### src/rtl/serial_add_tree_if.sv
// rtl/serial_add_tree_if.sv - operand/sum handshake bundle for the bit-serial adder tree
interface serial_add_tree_if #(
  parameter int W     = 8,
  parameter int N     = 4,
  parameter int FULLW = 0
);
  localparam int OW = W + (FULLW != 0 ? $clog2(N) : 0);

  logic          in_valid;
  logic          in_ready;
  logic [N*W-1:0] operands;
  logic          out_valid;
  logic [OW-1:0] q;

  modport master (
    output in_valid,
    output operands,
    input  in_ready,
    input  out_valid,
    input  q
  );

  modport slave (
    input  in_valid,
    input  operands,
    output in_ready,
    output out_valid,
    output q
  );
endinterface

### src/rtl/serial_add_tree.sv
// rtl/serial_add_tree.sv - parametrised bit-serial adder tree with framed serialiser/deserialiser
module serial_add_tree #(
  parameter int W     = 8,
  parameter int N     = 4,
  parameter int FULLW = 0
) (
  input  logic              clk,
  input  logic              rst,
  serial_add_tree_if.slave  bus
);
  localparam int L  = $clog2(N);
  localparam int OW = W + (FULLW != 0 ? L : 0);
  localparam int F  = OW;
  localparam int CW = $clog2(F);

  logic          busy;
  logic [CW-1:0] cnt;
  logic          last_bit;
  logic          accept;
  logic [L:0]    tap;
  logic [L:1]    lt;

  logic [OW-1:0] sr [N];

  logic [2*N-1:1] t;
  logic [N-1:1]   node;
  logic [N-1:1]   cy;
  logic [N-1:1]   nxt_s;
  logic [N-1:1]   nxt_c;

  logic [OW-2:0] dsr;
  logic [OW-1:0] q_r;
  logic          ov_r;

  assign last_bit     = busy && (cnt == CW'(F - 1));
  assign bus.in_ready = !busy || last_bit;
  assign accept       = bus.in_valid && bus.in_ready;
  assign bus.q        = q_r;
  assign bus.out_valid = ov_r;

  // Operand shift registers: load zero-extended on accept, shift LSB-first while framing
  always_ff @(posedge clk or negedge rst) begin
    if (!rst) begin
      for (int j = 0; j < N; j++) sr[j] <= '0;
    end else if (accept) begin
      for (int j = 0; j < N; j++) sr[j] <= OW'(bus.operands[j*W +: W]);
    end else if (busy) begin
      for (int j = 0; j < N; j++) sr[j] <= sr[j] >> 1;
    end
  end

  // Frame control: bit counter, frame-start token taps and frame-end token taps
  always_ff @(posedge clk or negedge rst) begin
    if (!rst) begin
      busy <= 1'b0;
      cnt  <= '0;
      tap  <= '0;
      lt   <= '0;
    end else begin
      if (accept) begin
        busy <= 1'b1;
        cnt  <= '0;
      end else if (last_bit) begin
        busy <= 1'b0;
        cnt  <= '0;
      end else if (busy) begin
        cnt <= cnt + 1'b1;
      end
      tap[0] <= accept;
      for (int k = 1; k <= L; k++) tap[k] <= tap[k-1];
      lt[1] <= last_bit;
      for (int k = 2; k <= L; k++) lt[k] <= lt[k-1];
    end
  end

  // Heap-ordered tree: leaves at t[N..2N-1], adder i reads t[2i], t[2i+1], root is t[1]
  for (genvar j = 0; j < N; j++) begin : g_leaf
    assign t[N+j] = sr[j][0];
  end

  for (genvar i = 1; i < N; i++) begin : g_node
    localparam int K = L - ($clog2(i + 1) - 1);
    logic a, b, cin;
    assign t[i]     = node[i];
    assign a        = t[2*i];
    assign b        = t[2*i+1];
    assign cin      = tap[K-1] ? 1'b0 : cy[i];
    assign nxt_s[i] = a ^ b ^ cin;
    assign nxt_c[i] = (a & b) | (a & cin) | (b & cin);
  end

  // Serial adder state: one registered sum bit and carry per tree node
  always_ff @(posedge clk or negedge rst) begin
    if (!rst) begin
      node <= '0;
      cy   <= '0;
    end else begin
      node <= nxt_s;
      cy   <= nxt_c;
    end
  end

  // Deserialiser: MSB-in right shift, publish the full word when the frame's last bit arrives
  always_ff @(posedge clk or negedge rst) begin
    if (!rst) begin
      dsr  <= '0;
      q_r  <= '0;
      ov_r <= 1'b0;
    end else begin
      dsr  <= (OW-1)'({t[1], dsr} >> 1);
      ov_r <= lt[L];
      if (lt[L]) q_r <= {t[1], dsr};
    end
  end
endmodule

### src/flat_wrapper.sv
// flat-port wrapper written by rule: the top's interface ports become plain ports
module serial_add_tree_flat 
#(
  parameter int W     = 8,
  parameter int N     = 4,
  parameter int FULLW = 0
)
  (clk, rst, bus_in_valid, bus_operands, bus_in_ready, bus_out_valid, bus_q);
  serial_add_tree_if #(.W(W), .N(N), .FULLW(FULLW)) bus_i ();
  input  logic clk;
  input  logic rst;
  input wire logic [$bits(bus_i.in_valid)-1:0] bus_in_valid;
  input wire logic [$bits(bus_i.operands)-1:0] bus_operands;
  output wire logic [$bits(bus_i.in_ready)-1:0] bus_in_ready;
  output wire logic [$bits(bus_i.out_valid)-1:0] bus_out_valid;
  output wire logic [$bits(bus_i.q)-1:0] bus_q;
  assign bus_i.in_valid = bus_in_valid;
  assign bus_i.operands = bus_operands;
  assign bus_in_ready = bus_i.in_ready;
  assign bus_out_valid = bus_i.out_valid;
  assign bus_q = bus_i.q;
  serial_add_tree #(.W(W), .N(N), .FULLW(FULLW)) u_core (.clk(clk), .rst(rst), .bus(bus_i));
endmodule
### config.mk
export PLATFORM = sky130hd
export DESIGN_NAME = serial_add_tree_flat
export DESIGN_NICKNAME = d
export VERILOG_FILES = /design/src/rtl/serial_add_tree_if.sv /design/src/rtl/serial_add_tree.sv /design/src/flat_wrapper.sv
export SDC_FILE = /design/constraint.sdc
export NUM_CORES = 1
export LEC_CHECK = 0
export CAP_MARGIN = 20
export CORE_UTILIZATION = 55
export CTS_CLUSTER_SIZE = 24
export DETAILED_ROUTE_END_ITERATION = 8
export PLACE_DENSITY = 0.83
export SLEW_MARGIN = 20
export SYNTH_ARGS = -nofsm -noshare
export SYNTH_HDL_FRONTEND = slang
export SYNTH_SLANG_ARGS = --single-unit
### constraint.sdc
create_clock -name clk -period 3.7 [get_ports clk]
set_input_delay 0.555 -clock clk [delete_from_list [all_inputs] [get_ports clk]]
set_output_delay 0.555 -clock clk [all_outputs]
set_load 0.02 [all_outputs]
==> out/results.ini <==
[run_status]
status=finished clean

[cts]
numCtsBuffers=9
post_cts_buffers=0
clock_latency_ns=0.33
cts_buffer_depth=2
path_clk_slew_ns=0.07
cts_resized=0
clock-sinks=62
ctsHtreeMaxLevel=3
cts_root_buffer=clkbuf_8
hold_buffers=0
cts_tree=built

[worst_setup_path]
crit_arrival_ns=1.90
crit_top_cell=ha_1
rr_endpoint=u_core.sr[15]
r2r_cells=5
r2r_start=u_core.cnt[0]
crit_slowest_cell=clkdlybuf4s50_1
path_buf_inv=1
path_class=register to primary output
path_delay_family=buffers and inverters
cp_slowest_stage_delay_ns=0.56
crit_fanout=9
cp-end-kind=primary output
startpoint_type=register
regToRegSetupSlack_ns=2.03
required_ns=3.14
crit_chain=ha_1 > ha_1 > nand2b_4 > clkdlybuf4s50_1

[cells_and_area]
postLayoutCoreUtil=0.730
layout-drive-gt1-share=0.128
nNetsFinal=292
n_antenna_cell=0
area_growth_pct=27.7

[timing]
timing.hold.ws_ns=0.333
fin_setup_tns_ns=0
clock_skew_ns=0.00690
period_share=0.663
hold_violations=0
setup_viol=0
rsz0062_at_grt=no
period_minus_slack_ns=2.45
maxSlewViolCount=0
clock.fmax_mhz=408
worst_pin_slew_ns=0.867
maxSlewHeadroom=0.422

[route]
drt_iter0_drc=55
vias_per_cell=5.28
antenna_left=0
vias=1630
wl_per_cell_microns=14.0
first_pass_iters=4
route.detailed.drc=0
drt-total-wl_microns=4330

[global_routing]
grt_pass1_wl_microns=7520
grt_max_degree=40
first_global_vias=1684
grt_overflow_total=0
grt_usage=0.206
antenna_found_initial=0

[placement]
place.gp.congestion=0.788
port_buffers=44
dp_hpwl_microns=2840

[floorplan]
dieArea_sq_um=4770
die_h_microns=69.0
start_util=0.571
num_rows=24
io_pins=45
coreArea_sq_um=4320
die_w_microns=69.0

[hold_path]
hold_path.class=input port to asynchronous set/reset pin

[logic_synthesis]
avgSynthCellArea_sq_um=11.8
syn_nets=250
netlist_area_sq_um=2470
yosysWarnings=0
ys_seq_area_frac=0.628
synth_cell_types=22
synth-seq-cells=62
synthCells=210

[pwr]
p_total_w=0.00280
power_leakage_nw=1.53
p_per_area_nw_per_um2=888
vdd_drop_max_mv=0.460

[flow_run]
max-cap-violations=0

==> cell families after synthesis <==
logic type,after synthesis,synth area share
and+or+nand+nor,12,0.0304
buffers and inverters,55,0.100
DFF,62,0.628
AOI/OAI and AO/OA,64,0.153
muxes,12,0.0542
adders and majority gates,5,0.0344
==> layout make-up <==
class	count	area, sq um
inverters	41	154
multi-input cells	93	672
well taps	52	65.1
fillers	329	1170
repair buffers	45	443
clock buffers	10	138
clock inverters	6	133
flip-flops and latches	62	1550
==> metal layers <==
| metal | track usage | up-vias | share of wire |
|---|---|---|---|
| li1 | - | 784 | - |
| met1 | 0.256 | 784 | 0.45 |
| met2 | 0.326 | 54 | 0.47 |
| met3 | 0.0716 | 8 | 0.062 |
| met4 | 0.0952 | 0 | 0.019 |
| met5 | 0 | - | 0 |
==> power by group <==
group / internal (W) / total, W / switching (W)
sequential: 0.000988 / 0.00116 / 0.000175
clock: 0.000533 / 0.000794 / 0.000261
combinational: 0.000430 / 0.000845 / 0.000414
total: 0.00195 / 0.00280 / 0.000851
==> registers in the layout (all words and copies together) (netlist names) <==
register              count
u_core.tap                2
u_core.cy                 3
u_core.node               3
u_core.dsr                7
u_core.bus.q              8
u_core.busy               1
u_core.bus.out_valid      1
u_core.g_node.a           2
u_core.cnt                3
u_core.lt                 2
u_core.sr                28
u_core.g_node.b           2
==> layout by cell type (no fill, tap or decap), types with 2 or more instances in the layout <==
| master | instances |
|---|---|
| inv_1 | 41 |
| fa_1 | 3 |
| a22o_1 | 3 |
| dfrtp_1 | 62 |
| bufinv_16 | 4 |
| ha_1 | 2 |
| nand2_1 | 3 |
| a21oi_1 | 28 |
| clkdlybuf4s50_1 | 43 |
| o22ai_1 | 29 |
| o21ai_0 | 2 |
| nand2b_1 | 4 |
| mux2_2 | 11 |
| clkbuf_8 | 10 |
==> stage by stage <==
| stage | instance area (sq um) | cells | setup WS (ns) |
|---|---|---|---|
| after floorplan | 2470 | 210 | 1.95 |
| after global placement | 2890 | 293 | 1.63 |
| after detailed placement | 2890 | 293 | 1.55 |
| after CTS | 3160 | 309 | 1.22 |
| after global routing | 3160 | 309 | 1.17 |
| final | 3160 | 309 | 1.25 |
==> how the worst max path moves through the flow <==
stage,start,endpoint,slack (ns),cells past startpoint
2_1_floorplan,u_core.cnt[0],u_core.sr[7],1.95,8
3_3_place_gp,u_core.cnt[0],bus_in_ready,1.63,4
3_5_place_dp,bus_in_valid,u_core.g_node[3].b,1.55,4
4_1_cts,u_core.cnt[0],bus_in_ready,1.22,4
5_1_grt,u_core.cnt[0],bus_in_ready,1.17,4
6_report,u_core.cnt[0],bus_in_ready,1.25,4
==> synthesized netlist by cell type <==
cell type	n	share of area
nand2b_4	1	0.0056
mux2i_1	1	0.0041
or2_2	1	0.0025
a22o_1	3	0.011
inv_1	41	0.062
clkbuf_1	1	0.0015
nand2_1	3	0.0046
and2_4	1	0.0035
nand2b_1	4	0.010
fa_1	3	0.024
o21ai_0	2	0.0041
and2_1	1	0.0025
a32o_1	1	0.0041
dfrtp_1	62	0.63
buf_2	9	0.018
ha_1	2	0.010
nor2_1	1	0.0015
buf_6	4	0.018
mux2_2	11	0.050
a21oi_1	28	0.057
o22ai_1	29	0.073
a21bo_2	1	0.0041
(Power assumes the default switching activity.)
